### src/rtl/ph_alarm_controller.sv
// Confirms blood-pH abnormality runs, raises a latched alarm with cause code, and clears after ack plus a normal run.
// Optional PH_ALARM_HISTORY_EN builds the saturating abnormal-sample counter; otherwise abnormalCount is tied to 0.
module ph_alarm_controller #(
  parameter int CONFIRM_COUNT = 3,
  parameter int CLEAR_COUNT   = 4,
  parameter int CNT_W         = 4
) (
  input  logic       clock,
  input  logic       reset,
  input  logic       sampleValid,
  input  logic       abnormalityP,
  input  logic       abnormalityQ,
  input  logic       alarmAck,
  output logic       alarm,
  output logic [1:0] alarmCode,
  output logic [1:0] state,
  output logic [7:0] abnormalCount
);

  // state   | meaning
  // NORMAL  | no abnormal run in progress
  // SUSPECT | abnormal run shorter than CONFIRM_COUNT
  // ALARM   | alarm raised, waiting for operator ack
  // RECOVER | acked, counting normal samples toward NORMAL
  typedef enum logic [1:0] {
    NORMAL  = 2'b00,
    SUSPECT = 2'b01,
    ALARM   = 2'b10,
    RECOVER = 2'b11
  } stateT;

  localparam logic [CNT_W-1:0] CONFIRM_C = CNT_W'(CONFIRM_COUNT);
  localparam logic [CNT_W-1:0] CLEAR_C   = CNT_W'(CLEAR_COUNT);

  stateT            curState, nextState;
  logic [CNT_W-1:0] run, runNext, clearRun, clearRunNext;
  logic [1:0]       codeNext;
  logic             abnSample, normSample;
  logic [1:0]       flags;

  assign flags      = {abnormalityQ, abnormalityP};
  assign abnSample  = sampleValid & (abnormalityP | abnormalityQ);
  assign normSample = sampleValid & ~abnormalityP & ~abnormalityQ;
  assign state      = curState;

  always_comb begin
    nextState    = curState;
    runNext      = run;
    clearRunNext = clearRun;
    codeNext     = alarmCode;
    case (curState)
      NORMAL: begin
        if (abnSample) begin
          codeNext = alarmCode | flags;
          if (CONFIRM_COUNT == 1) begin
            nextState = ALARM;
            runNext   = '0;
          end else begin
            nextState = SUSPECT;
            runNext   = CNT_W'(1);
          end
        end
      end
      SUSPECT: begin
        if (abnSample) begin
          codeNext = alarmCode | flags;
          if (run + 1'b1 == CONFIRM_C) begin
            nextState = ALARM;
            runNext   = '0;
          end else begin
            runNext = run + 1'b1;
          end
        end else if (normSample) begin
          nextState = NORMAL;
          runNext   = '0;
          codeNext  = 2'b00;
        end
      end
      ALARM: begin
        // Ack takes priority, but a coincident abnormal sample still marks the cause.
        if (abnSample) codeNext = alarmCode | flags;
        if (alarmAck) begin
          nextState    = RECOVER;
          clearRunNext = '0;
        end
      end
      RECOVER: begin
        if (abnSample) begin
          nextState    = ALARM;
          codeNext     = alarmCode | flags;
          clearRunNext = '0;
        end else if (normSample) begin
          if (clearRun + 1'b1 == CLEAR_C) begin
            nextState    = NORMAL;
            codeNext     = 2'b00;
            clearRunNext = '0;
          end else begin
            clearRunNext = clearRun + 1'b1;
          end
        end
      end
      default: nextState = NORMAL;
    endcase
  end

  always_ff @(posedge clock or posedge reset) begin
    if (reset) begin
      curState  <= NORMAL;
      run       <= '0;
      clearRun  <= '0;
      alarmCode <= 2'b00;
      alarm     <= 1'b0;
    end else begin
      curState  <= nextState;
      run       <= runNext;
      clearRun  <= clearRunNext;
      alarmCode <= codeNext;
      alarm     <= (nextState == ALARM);
    end
  end

`ifdef PH_ALARM_HISTORY_EN
  always_ff @(posedge clock or posedge reset) begin
    if (reset) begin
      abnormalCount <= 8'd0;
    end else if (abnSample && abnormalCount != 8'hFF) begin
      abnormalCount <= abnormalCount + 8'd1;
    end
  end
`else
  assign abnormalCount = 8'd0;
`endif

endmodule

### config.mk
export PLATFORM = sky130hd
export DESIGN_NAME = ph_alarm_controller
export DESIGN_NICKNAME = d
export VERILOG_FILES = /design/src/rtl/ph_alarm_controller.sv
export SDC_FILE = /design/constraint.sdc
export NUM_CORES = 1
export LEC_CHECK = 0
export BUFFER_PORTS_ARGS = -buffer_cell sky130_fd_sc_hd__buf_4
export CORE_MARGIN = 3
export CORE_UTILIZATION = 52
export CTS_BUF_LIST = sky130_fd_sc_hd__clkbuf_16
export CTS_CLUSTER_SIZE = 24
export DETAILED_ROUTE_END_ITERATION = 10
export PLACE_DENSITY = 0.85
export SYNTH_ARGS = -nofsm -noshare
export SYNTH_HDL_FRONTEND = slang
export SYNTH_SLANG_ARGS = --single-unit
### constraint.sdc
create_clock -name clock -period 2.34 [get_ports clock]
set_clock_uncertainty 0.15 [all_clocks]
set_input_delay 0.117 -clock clock [delete_from_list [all_inputs] [get_ports clock]]
set_output_delay 0.117 -clock clock [all_outputs]
set_load 0.005 [all_outputs]
# Word-level counts from Yosys, hierarchy flattened
# Cells that the tools add are included.
[word_totals]
reg_bits = 13
inputBits = 6
out_inout_bits = 13
[classes]
addsub = 2
n_eq_ne = 12
mux = 26
bitwise = 7
n_reduce_logical = 7
[op_table]
columns = ["cell", "n"]
rows = [
  ["4-bit two-way mux", 8],
  ["2-bit two-way mux", 14],
  ["4-bit one-hot mux with 2 select lines", 2],
  ["3-bit inequality test, second input constant", 3],
  ["4-bit by 1-bit adder with 4-bit output, second input constant", 2],
  ["2-bit one-hot mux with 4 select lines", 1],
  ["2-bit equality test, second input constant", 3],
  ["2-bit one-hot mux with 3 select lines", 1],
  ["3-bit AND reduction", 2],
  ["4-bit by 2-bit equality test with 1-bit output, second input constant", 1],
  ["4-bit by 3-bit equality test with 1-bit output, second input constant", 1],
  ["2-bit inequality test, second input constant", 2],
  ["4-bit AND reduction", 1],
  ["2-bit nonzero test", 2],
  ["1-bit bitwise AND", 3],
  ["2-bit by 1-bit equality test with 1-bit output, second input constant", 1],
  ["2-bit zero test", 1],
  ["2-bit by 1-bit inequality test with 1-bit output, second input constant", 1],
  ["1-bit inverter", 2],
  ["2-bit bitwise OR", 1],
  ["2-bit OR reduction", 1],
  ["1-bit bitwise OR", 1],
]

# Longest topological paths before layout
# Gate-level depths: netlist of the first run.
[depth]
word_depth = 7
mapped_depth = 6
depth_no_buf = 6

# Least setup slack after synthesis of the first run
# No wires, ideal clock.
[synth_timing]
kind = "register -> register"
startpoint = "register clearRun[0]"
endpoint = "register alarmCode[0]"
setup_ps = 129
arrival_ps = 1347
path_slack_ps = 714
path_stages_with_launch = 7
n_path_buf = 0
period_less_slack_ps = 1626
cell_sequence = "dfrtp_1 -> ha_1 -> nand2b_1 -> o21ai_1 -> a2bb2oi_2 -> a211oi_1 -> nor2_1"
[synth_via]
elab_chain_cells = 4
[synth_lines]
columns = ["element", "line", "source"]
rows = [
  ["start, declared", "36", "logic [CNT_W-1:0] run, runNext, clearRun, clearRunNext;"],
  ["start signal, assigned", "116", "clearRun <= clearRunNext;"],
  ["4-bit by 1-bit adder with 4-bit output", "93", "if (clearRun + 1'b1 == CLEAR_C) begin"],
  ["4-bit by 3-bit equality test with 1-bit output", "93", ""],
  ["3-bit inequality test (no line)", "--", ""],
  ["4-bit AND reduction (no line)", "--", ""],
  ["end signal, assigned", "117", "alarmCode <= codeNext;"],
  ["end, declared", "15", "output logic [1:0] alarmCode,"],
]
# No other way between the ends.
# A chain may end at the register's enable or synchronous reset.

# Final worst setup path of the first run
[layout_timing]
startpoint = "register clearRun[0]"
endpoint = "register alarmCode[1]"
# Same word-level chain as after synthesis.

==> results by group, run 1 <==
Finish
  • Cell area after layout: 0.00103 mm2
  • Area growth from synthesis to layout: 17.8%
  • Most common cell after layout, fill and taps aside: sky130_fd_sc_hd__dfrtp_1
  • Count of nets after finishing: 124
  • Fraction of layout cells with a size suffix above 1: 17.7%
  • Filler cell count in the final layout: 116
  • Number of diodes added for antenna fixing: 0
  • Most frequent cells in the layout: sky130_fd_sc_hd__dfrtp_1, sky130_fd_sc_hd__nor2_1, sky130_fd_sc_hd__buf_4, sky130_fd_sc_hd__nand2_1

Power
  • Share of power burned in registers: 37.2%
  • Design Power: 0.00104 W
  • Worst IR Drop VDD: 0.552 mV
  • Share of total power in combinational logic: 32.4%
  • Internal power component: 0.000677 W
  • Proportion of power drawn by the clock network: 30.4%
  • Net load switching power: 0.000368 W
  • Power per cell area: 1020 mW/mm2
  • Pleak: 0.478 nW
  • Fraction of power spent switching nets: 35.2%

Setup path
  • Type of the setup path with the least slack: flip-flop to flip-flop
  • Worst reg-to-reg path cell count: 6
  • Reg2Reg Launch Point: clearRun[0]
  • Max Fanout on Critical Path: 5
  • Data required, critical path: 2.30 ns
  • Crit. End Element: flip-flop
  • R2r setup slk: 0.56 ns
  • FF-to-FF End: alarmCode[1]
  • Arrival time at the worst endpoint: 1.74 ns
  • Critical Path Start Type: flip-flop

Detailed routing
  • Post-DRT Antenna Nets: 0
  • Met3 layer wire length in the routed design: 90 um
  • Detail-routed net length per standard cell: 13.6 um
  • Highest signal layer in the routed design: met4
  • Routed vias/inst: 5.67
  • Met2 wire len: 943 um
  • Detailed-route via count: 731
  • Length of routed wiring on met1: 701 um
  • Drc violations: 0
  • Post-detailed-routing wire length: 1760 um
  • Number of violations reported at the end of detailed-routing iteration 0: 27
  • Pre-Repair DR Iteration Count: 6

Logic synthesis
  • Post-Syn Area per Cell: 8.80 um2
  • Seq/Total Area, Yosys: 37.4%
  • Warnings, synthesis: 0
  • Fraction of synthesized cell area taken by the top area cell type: 37.4%
  • Dominant cell type by area after synthesis: sky130_fd_sc_hd__dfrtp_1
  • Synthesized netlist cell count: 99
  • Cells taking the most area after synthesis: sky130_fd_sc_hd__dfrtp_1, sky130_fd_sc_hd__buf_4, sky130_fd_sc_hd__ha_1
  • Yosys reg bits: 13
  • Netlist area before placement: 871 um2
  • Number of library cell types mapped by synthesis: 32

Timing
  • Final critical-path required period: 1.78 ns
  • Final Cycle Share: 76.1%
  • Achievable frequency: 562 MHz
  • Total Neg Setup Slack: 0 ns
  • Final setup violation count: 0
  • Setup repair after global routing missed its margin: false
  • Remaining max-slew budget at the tightest pin: 66.0%
  • Worst slew pin tran: 0.509 ns
  • Number of pins with negative max-slew slack in the final report: 0
  • Count of final hold-check violations: 1
  • Fin Hold WS: -0.00148 ns

Min path
  • Number of cells on the worst hold path: 3
  • HP Start: abnormalityQ
  • Worst min-delay path category: input port to flip-flop
  • Destination of the worst hold path: alarmCode[1]

Placed design
  • Number of buffers added on ports: 10
  • Half-perimeter wire length after detailed placement: 1210 um
  • Placed inst area: 927 um2
  • Weighted congestion at the end of routability-driven global placement: 0.785

Clock tree
  • Cell at the root of the clock tree: sky130_fd_sc_hd__clkbuf_16
  • Clock-pin slew of the registers on the worst-case setup and hold paths: 0.04 ns
  • Number of H-tree levels: 1
  • Number of buffers added by the clock tree synthesis step: 3
  • CTS tree: yes
  • Sink count of the clock tree: 13
  • Clock buffer depth: 2
  • Post-cts repair resize count: 0
  • Worst skew pair latency: 0.24 ns

Floorplanning
  • Number of top-level pins: 19
  • Die ar.: 0.00220 mm2
  • Core Area: 0.00154 mm2
  • FP Rows: 14
  • Initial Utilization: 56.5%
  • Floorplan die width: 46.9 um
  • Vertical die dimension: 46.9 um

Run status
  • Outcome: finished, violations left
  • Violated checks: hold timing

Global routing
  • Remaining global-route overflow: 0
  • Wire length of the first global-routing pass: 2880 um
  • Vias in the first global route: 676
  • Largest net degree at the start of global routing: 14
  • Global-route usage over all layers: 19.0%
  • Number of antenna violations at the first check in global routing: 0

Flow run
  • Count of max-cap constraint violations: 0
[state kept, by name (all words and copies together), names as in the netlist]
register,count
clearRun,4
alarmCode,2
run,4
alarm,1
state,2
[worst max path at each step]
stage                   endpoint  slack, ns        start
global route        alarmCode[1]       0.46  clearRun[0]
finish              alarmCode[1]       0.56  clearRun[0]
floorplan           alarmCode[0]       0.71  clearRun[0]
global placement    alarmCode[1]       0.66  clearRun[0]
detailed placement  alarmCode[0]       0.59  clearRun[0]
CTS                 alarmCode[1]       0.58  clearRun[0]
[routing by layer]
metal | vias up | GRT usage (%)
met4 | 0 | 6.63
met3 | 4 | 3.45
met1 | 334 | 22.6
met2 | 30 | 33.9
met5 | - | 0
li1 | 363 | -
[cells in the mapped netlist, drive strengths merged]
cell	number
buf	9
a21o	3
a31oi	1
or2	1
mux2i	1
dfrtp	13
ha	4
nand3	4
o41ai	1
a2bb2oi	1
a211oi	2
nand2b	3
a21oi	9
a21boi	1
o22ai	2
and2	2
nor2	11
o21ai	9
nand2	9
a22o	1
nor2b	2
o31ai	2
nor3	1
conb	1
inv	5
o32ai	1
[timing repair]
action,4_1_cts,5_1_grt
hold buffers,2,0
hold endpoints to repair,14,0
setup buffers,0,0
[kinds of logic (layout without fill, tap and decap cells)]
kind of cell    count (synthesis)  count (layout)  share of synthesized area (%)
flops                          13              13                           37.4
mux                             1               1                           1.15
fa+ha+maj                       4               4                           5.75
other cells                     1               8                          0.431
simple gates                   33              33                           17.5
compound gates                 33              33                           28.2
buf+inv                        14              21                           9.63
[power by group through the flow]
stage | Sequential (W) | Combinational [W] | Clock (W)
floorplan | 0.000365 | 0.000272 | 0
CTS | 0.000388 | 0.000340 | 0.000321
global placement | 0.000385 | 0.000321 | 0
global route | 0.000403 | 0.000388 | 0.000333
detailed placement | 0.000388 | 0.000332 | 0
finish | 0.000389 | 0.000338 | 0.000318
[through the flow]
step / instances / utilization [%] / hold WS (ns) / worst slack, ns
finish: 129 / 66.6 / -0.00148 / 0.559
global route: 129 / 66.6 / 0.0338 / 0.457
CTS: 129 / 66.6 / 0.00170 / 0.583
detailed placement: 123 / 60.1 / 0.0323 / 0.589
global placement: 123 / 60.1 / 0.0213 / 0.660
floorplan: 106 / - / -0.156 / 0.714
[area by class of cell]
cell class / instances / area [um2] / share of cell area, %
multi-input cells: 79 / 488 / 47.6
flip-flops and latches: 13 / 325 / 31.7
repair buffers: 12 / 95.1 / 9.27
clock buffers: 3 / 75.1 / 7.32
well taps: 16 / 20.0 / 1.95
inverters: 5 / 18.8 / 1.83
clock inverters: 1 / 3.75 / 0.366
[critical path, stage by stage, from the launching register on]
cell and delay, ns:
sky130_fd_sc_hd__dfrtp_1 0.41, sky130_fd_sc_hd__ha_1 0.25, sky130_fd_sc_hd__nand2b_1 0.18, sky130_fd_sc_hd__o21ai_1 0.18, sky130_fd_sc_hd__a2bb2oi_2 0.11, sky130_fd_sc_hd__a211oi_1 0.30
sky130_fd_sc_hd__nor2_1 0.08
No activity file was read; power rests on OpenSTA's default activity.
==> run 2: changes to the inputs <==
==> constraint.sdc (replaced) <==
create_clock -name clock -period 1.64 [get_ports clock]
set_clock_uncertainty 0.15 [all_clocks]
set_input_delay 0.082 -clock clock [delete_from_list [all_inputs] [get_ports clock]]
set_output_delay 0.082 -clock clock [all_outputs]
set_load 0.005 [all_outputs]
==> results by group, run 2 (synthesis gave the netlist of run 1 again) <==
Detailed routing
  • Detail-routed net length per standard cell: 21.7 um (+59%)
  • Post-DRT Antenna Nets: 0 (unchanged)
  • Routed vias/inst: 6.21 (+9.6%)
  • Drc violations: 0 (unchanged)
  • Number of violations reported at the end of detailed-routing iteration 0: 50 (+85%)
  • Detailed-route via count: 907 (+24%)
  • Pre-Repair DR Iteration Count: 4 (-2)
  • Post-detailed-routing wire length: 3170 um (+80%)

Setup path
  • Maximum cell stage delay along the critical path: 0.39 ns (-0.02 ns)
  • Cell Chain, Critical Path: ha_2, nand2b_4, o21ai_2, a2bb2oi_2, buf_6, a211oi_4, nor2_1
  • Data required, critical path: 1.61 ns (-0.69 ns)
  • Critical Path Source: clearRun[0]
  • Arrival time at the worst endpoint: 1.71 ns (-0.03 ns)
  • Critical Path Start Type: flip-flop
  • Family of cells with the greatest summed delay on the critical path: compound AO/OA/AOI/OAI gates
  • Reg2Reg Launch Point: clearRun[0]
  • Critical-path cell with the highest stage delay: sky130_fd_sc_hd__dfrtp_1
  • Max Fanout on Critical Path: 3 (-2)
  • Worst path bufs/invs: 1 (+1)
  • Crit. End Element: flip-flop
  • Type of the setup path with the least slack: flip-flop to flip-flop

Floorplanning
  • Vertical die dimension: 46.9 um (unchanged)
  • FP Rows: 14 (unchanged)
  • Number of top-level pins: 19 (unchanged)
  • Die ar.: 0.00220 mm2 (unchanged)
  • Floorplan die width: 46.9 um (unchanged)
  • Core Area: 0.00154 mm2 (unchanged)
  • Initial Utilization: 56.5% (unchanged)

Finish
  • Most frequent cells in the layout: sky130_fd_sc_hd__buf_4, sky130_fd_sc_hd__dfrtp_1, sky130_fd_sc_hd__nand2_1, sky130_fd_sc_hd__conb_1
  • Count of nets after finishing: 141 (+14%)
  • Area growth from synthesis to layout: 48.9%
  • Number of diodes added for antenna fixing: 0 (unchanged)
  • Fraction of layout cells with a size suffix above 1: 41.5% (+24 points)
  • Core utilization of the finished layout: 84.1% (+18 points)
  • Most common cell after layout, fill and taps aside: sky130_fd_sc_hd__buf_4
  • Cell area after layout: 0.00130 mm2 (+26%)
  • Filler cell count in the final layout: 68 (-41%)
  • Regs by FF count: clearRun: 4 flops, run: 4 flops

Clock tree
  • CTS tree: yes
  • Clock-pin slew of the registers on the worst-case setup and hold paths: 0.05 ns (about the same)
  • Number of H-tree levels: 1 (unchanged)
  • Worst skew pair latency: 0.24 ns (about the same)
  • Cell at the root of the clock tree: sky130_fd_sc_hd__clkbuf_16
  • Sink count of the clock tree: 13 (unchanged)
  • Number of buffers added by the clock tree synthesis step: 3 (unchanged)
  • Clock buffer depth: 2 (unchanged)

Power
  • Internal power component: 0.00117 W (+72%)
  • Power per cell area: 1450 mW/mm2 (+43%)
  • Net load switching power: 0.000719 W (+95%)
  • Share of total power in combinational logic: 46.6% (+14 points)
  • Proportion of power drawn by the clock network: 24.4% (-6.0 points)
  • Worst IR Drop VDD: 1.05 mV (+90%)
  • Fraction of power spent switching nets: 38.1% (+2.9 points)
  • Share of power burned in registers: 29.0% (-8.2 points)
  • Pleak: 0.585 nW (+22%)

Global routing
  • Most used routing layer in global routing: met2
  • Largest net degree at the start of global routing: 14 (unchanged)
  • Remaining global-route overflow: 0 (unchanged)
  • Number of antenna violations at the first check in global routing: 0 (unchanged)
  • Wire length of the first global-routing pass: 4140 um (+44%)
  • Vias in the first global route: 864 (+28%)
  • Global-route usage over all layers: 27.7% (+8.8 points)
  • GR met1 Demand/Resource: 31.5% (+8.9 points)
  • Met2 Use GR: 50.9% (+17 points)
  • Met3 GRT Util: 6.90% (+3.4 points)

Placed design
  • Worst setup slack after placement: -0.109 ns (-0.699 ns)
  • Number of buffers added on ports: 10 (unchanged)
  • Half-perimeter wire length after detailed placement: 1330 um (+10%)
  • Placed inst area: 987 um2 (+6.5%)
  • Weighted congestion at the end of routability-driven global placement: 0.805 (+2.5%)

Timing
  • Total Neg Setup Slack: -0.444 ns (-0.444 ns)
  • Setup repair after global routing missed its margin: true
  • Fin Hold WS: 0.0784 ns (+0.0799 ns)
  • Final critical-path required period: 1.74 ns (-0.0402 ns)
  • Count of final hold-check violations: 0 (-1)
  • Achievable frequency: 575 MHz (+2.3%)
  • Worst setup slack after layout: -0.101 ns (-0.660 ns)
  • Final setup violation count: 9 (+9)
  • Final Cycle Share: 106% (+30 points)
  • Remaining max-slew budget at the tightest pin: 62.6% (-3.4 points)
  • Number of pins with negative max-slew slack in the final report: 0 (unchanged)
  • Worst slew pin tran: 0.559 ns (+0.0499 ns)

Min path
  • Worst min-delay path category: input port to flip-flop
  • HP Start: sampleValid

Run status
  • Violated checks: setup timing
  • Outcome: finished, violations left

Flow run
  • Count of max-cap constraint violations: 0 (unchanged)
[run 2: changes by cell type in the layout (fill, tap and decap cells not counted), sizes merged]
cell         previous run  this run
dlygate4sd3             2         5
buf                    10        24
[run 2: final timing paths]
| path | end | slack, ns | cells after the start |
|---|---|---|---|
| worst min-delay path | alarmCode[0] | 0.08 | 3 |
| min in group asynchronous | alarmCode[0] | 0.28 | 3 |
| worst min register to register | run[0] | 0.45 | 1 |
| worst max-delay path | alarmCode[0] | -0.10 | 7 |
| worst max register to register | alarmCode[0] | -0.10 | 7 |
| max in group asynchronous | state[0] | 0.70 | 3 |
[run 2: layout make-up]
type	count	area [um2]	share of cell area, %
Tap cell	16	20.0	1.54
Multi-Input combinational cell	79	596	45.9
Timing Repair Buffer	29	256	19.8
Clock buffer	3	75.1	5.79
Clock inverter	1	3.75	0.290
Sequential cell	13	327	25.2
Inverter	5	18.8	1.45
[run 2: timing repair]
item                                    4_1_cts  5_1_grt
buffers inserted                              3        3
endpoints found under the setup margin        7       11
pin swaps                                    13        6
hold buffers                                  5        0
gates resized for setup                      18       16
hold endpoints to repair                     16        0
cloned                                        0        0
[run 2: worst reg2reg max path, stage by stage (launching register included)]
cell	delay (ns)
sky130_fd_sc_hd__dfrtp_1	0.39
sky130_fd_sc_hd__ha_2	0.20
sky130_fd_sc_hd__nand2b_4	0.15
sky130_fd_sc_hd__o21ai_2	0.16
sky130_fd_sc_hd__a2bb2oi_2	0.10
sky130_fd_sc_hd__buf_6	0.14
sky130_fd_sc_hd__a211oi_4	0.24
sky130_fd_sc_hd__nor2_1	0.08
[run 2: metal layers]
metal | wire, um | vias to the layer above
li1 | - | 394
met1 | 1150 | 437
met2 | 1670 | 62
met3 | 253 | 14
met4 | 95 | 0
met5 | 0 | -
[run 2: through the flow]
| step | instances | total power (W) |
|---|---|---|
| after global placement | 131 | 0.00110 |
| final | 146 | 0.00189 |
| after floorplan | 106 | 0.000909 |
| after global routing | 146 | 0.00197 |
| after CTS | 143 | 0.00173 |
| after detailed placement | 131 | 0.00113 |
[run 2: power groups by stage]
| stage | clock network, W | logic (W) | registers (W) |
|---|---|---|---|
| final | 0.000460 | 0.000878 | 0.000548 |
| after global routing | 0.000473 | 0.000940 | 0.000560 |
| after CTS | 0.000458 | 0.000742 | 0.000529 |
| after detailed placement | 0 | 0.000606 | 0.000521 |
| after global placement | 0 | 0.000582 | 0.000515 |
| after floorplan | 0 | 0.000388 | 0.000521 |
==> run 3: changes to the inputs <==
--- a/config.mk
+++ b/config.mk
@@ -7,11 +7,12 @@
 export LEC_CHECK = 0
 export BUFFER_PORTS_ARGS = -buffer_cell sky130_fd_sc_hd__buf_4
 export CORE_MARGIN = 3
-export CORE_UTILIZATION = 52
+export CORE_UTILIZATION = 47
 export CTS_BUF_LIST = sky130_fd_sc_hd__clkbuf_16
 export CTS_CLUSTER_SIZE = 24
 export DETAILED_ROUTE_END_ITERATION = 10
-export PLACE_DENSITY = 0.85
+export PLACE_DENSITY = 0.81
+export SKIP_CTS_REPAIR_TIMING = 1
 export SYNTH_ARGS = -nofsm -noshare
 export SYNTH_HDL_FRONTEND = slang
 export SYNTH_SLANG_ARGS = --single-unit
==> constraint.sdc (replaced) <==
create_clock -name clock -period 1.5 [get_ports clock]
set_clock_uncertainty 0.15 [all_clocks]
set_input_delay 0.075 -clock clock [delete_from_list [all_inputs] [get_ports clock]]
set_output_delay 0.075 -clock clock [all_outputs]
set_load 0.005 [all_outputs]
==> results by group, run 3 (synthesis gave the netlist of run 1 again) <==
Finish
  • Core utilization of the finished layout: 79.0% (-5.1 points)
  • Cell area after layout: 0.00129 mm2 (-0.68%)
  • Area growth from synthesis to layout: 47.8%
  • Most common cell after layout, fill and taps aside: sky130_fd_sc_hd__buf_4
  • Regs by FF count: clearRun: 4 flops, run: 4 flops
  • Most frequent cells in the layout: sky130_fd_sc_hd__buf_4, sky130_fd_sc_hd__nand2_1
  • Number of diodes added for antenna fixing: 0 (unchanged)
  • Fraction of layout cells with a size suffix above 1: 44.6% (+3.1 points)
  • Count of nets after finishing: 141 (unchanged)
  • Non-filler instance count after layout: 154 (+5.5%)

Placed design
  • Placed inst area: 0.00107 mm2 (+8.0%)
  • Cell count after placement: 144 (+9.9%)
  • Half-perimeter wire length after detailed placement: 1430 um (+7.6%)
  • Weighted congestion at the end of routability-driven global placement: 0.843 (+4.7%)
  • Number of buffers added on ports: 10 (unchanged)

Detailed routing
  • Detail-routed net length per standard cell: 13.7 um (-37%)
  • Post-DRT Antenna Nets: 0 (unchanged)
  • Detailed-route via count: 797 (-12%)
  • Pre-Repair DR Iteration Count: 4 (unchanged)
  • Post-detailed-routing wire length: 2120 um (-33%)
  • Number of violations reported at the end of detailed-routing iteration 0: 21 (-58%)
  • Routed vias/inst: 5.18 (-17%)
  • Drc violations: 0 (unchanged)

Global routing
  • Vias in the first global route: 754 (-13%)
  • Number of antenna violations at the first check in global routing: 0 (unchanged)
  • Global-route usage over all layers: 17.2% (-11 points)
  • Remaining global-route overflow: 0 (unchanged)
  • Largest net degree at the start of global routing: 14 (unchanged)
  • Wire length of the first global-routing pass: 3150 um (-24%)

Floorplanning
  • Floorplan die width: 49.0 um (+4.5%)
  • Core Area: 0.00163 mm2 (+5.7%)
  • Initial Utilization: 53.5% (-3.0 points)
  • Number of top-level pins: 19 (unchanged)
  • FP Rows: 14 (unchanged)
  • Vertical die dimension: 49.0 um (+4.5%)
  • Die ar.: 0.00241 mm2 (+9.3%)

Min path
  • Worst min-delay path category: input port to flip-flop
  • HP Start: abnormalityP

Power
  • Worst IR Drop VDD: 1.08 mV (+2.9%)
  • Power per cell area: 1600 mW/mm2 (+9.7%)
  • Pleak: 0.578 nW (-1.2%)

Timing
  • Achievable frequency: 612 MHz (+6.6%)
  • Worst slew pin tran: 0.524 ns (-0.0352 ns)
  • Remaining max-slew budget at the tightest pin: 65.1% (+2.4 points)
  • Final critical-path required period: 1.63 ns (-0.107 ns)
  • Count of final hold-check violations: 0 (unchanged)
  • Final Cycle Share: 109% (+2.8 points)
  • Fin Hold WS: 0.0117 ns (-0.0667 ns)
  • Worst setup slack after layout: -0.133 ns (-0.0329 ns)
  • Setup repair after global routing missed its margin: true
  • Number of pins with negative max-slew slack in the final report: 0 (unchanged)
  • Total Neg Setup Slack: -0.774 ns (-0.330 ns)
  • Final setup violation count: 9 (unchanged)

Setup path
  • Type of the setup path with the least slack: flip-flop to flip-flop
  • Crit. End Element: flip-flop
  • Critical-path cell with the highest stage delay: sky130_fd_sc_hd__dfrtp_2
  • Max Fanout on Critical Path: 5 (+2)
  • FF-to-FF End: alarmCode[0]
  • Reg2Reg Launch Point: clearRun[0]
  • Termination of the worst setup path: alarmCode[0]
  • Crit path depth: 6 (-1)
  • Maximum cell stage delay along the critical path: 0.43 ns (+0.04 ns)
  • Arrival time at the worst endpoint: 1.60 ns (-0.11 ns)
  • Critical Path Source: clearRun[0]
  • Worst reg-to-reg path cell count: 6 (-1)
  • Worst path bufs/invs: 0 (-1)
  • Critical Path Start Type: flip-flop
  • R2r setup slk: -0.13 ns (-0.03 ns)
  • Family of cells with the greatest summed delay on the critical path: compound AO/OA/AOI/OAI gates
  • Cell Chain, Critical Path: ha_4, nand2b_4, o21ai_4, a2bb2oi_4, a211oi_2, nor2_1
  • Data required, critical path: 1.47 ns (-0.14 ns)

Clock tree
  • Clock buffer depth: 2 (unchanged)
  • Number of H-tree levels: 1 (unchanged)
  • Sink count of the clock tree: 13 (unchanged)
  • Worst skew pair latency: 0.24 ns (about the same)
  • Number of buffers added by the clock tree synthesis step: 3 (unchanged)
  • CTS tree: yes
  • Clock-pin slew of the registers on the worst-case setup and hold paths: 0.04 ns (about the same)
  • Cell at the root of the clock tree: sky130_fd_sc_hd__clkbuf_16

Flow run
  • Count of max-cap constraint violations: 0 (unchanged)

Run status
  • Violated checks: setup timing
  • Outcome: finished, violations left
-- run 3: per-layer routing --
layer	wire, um	track usage (%)	vias up
li1	-	-	399
met1	932	19.3	375
met2	1080	29.0	19
met3	75	3.06	4
met4	31	12.8	0
met5	0	0	-
-- run 3: per-stage QoR --
stage | worst slack (ns) | total power (W)
floorplan | -0.00461 | 0.00105
global placement | -0.0769 | 0.00128
detailed placement | -0.101 | 0.00132
CTS | -0.125 | 0.00183
global route | -0.221 | 0.00218
finish | -0.133 | 0.00205
-- run 3: area by class of cell --
cell class	count	area (um2)
clock buffers	3	75.1
clock inverters	1	3.75
fillers	99	342
inverters	5	18.8
multi-input cells	79	599
flip-flops and latches	13	332
well taps	24	30.0
repair buffers	29	229
-- run 3: power breakdown --
part / leakage, nW / total (W) / switching (W) / internal [W]
logic: 0.379 / 0.000928 / 0.000433 / 0.000495
clock network: 0.0423 / 0.000499 / 0.000147 / 0.000352
registers: 0.156 / 0.000627 / 0.000159 / 0.000468
-- run 3: worst min-delay path by stage --
stage	to	cells past startpoint
2_1_floorplan	alarm	1
4_1_cts	run[3]	2
3_5_place_dp	clearRun[3]	2
6_report	alarmCode[0]	3
5_1_grt	alarmCode[0]	3
3_3_place_gp	clearRun[3]	2
-- run 3: worst min-delay path: stages --
cell and delay, ns:
sky130_fd_sc_hd__buf_4 0.09, sky130_fd_sc_hd__a21oi_1 0.06, sky130_fd_sc_hd__nor2_1 0.12
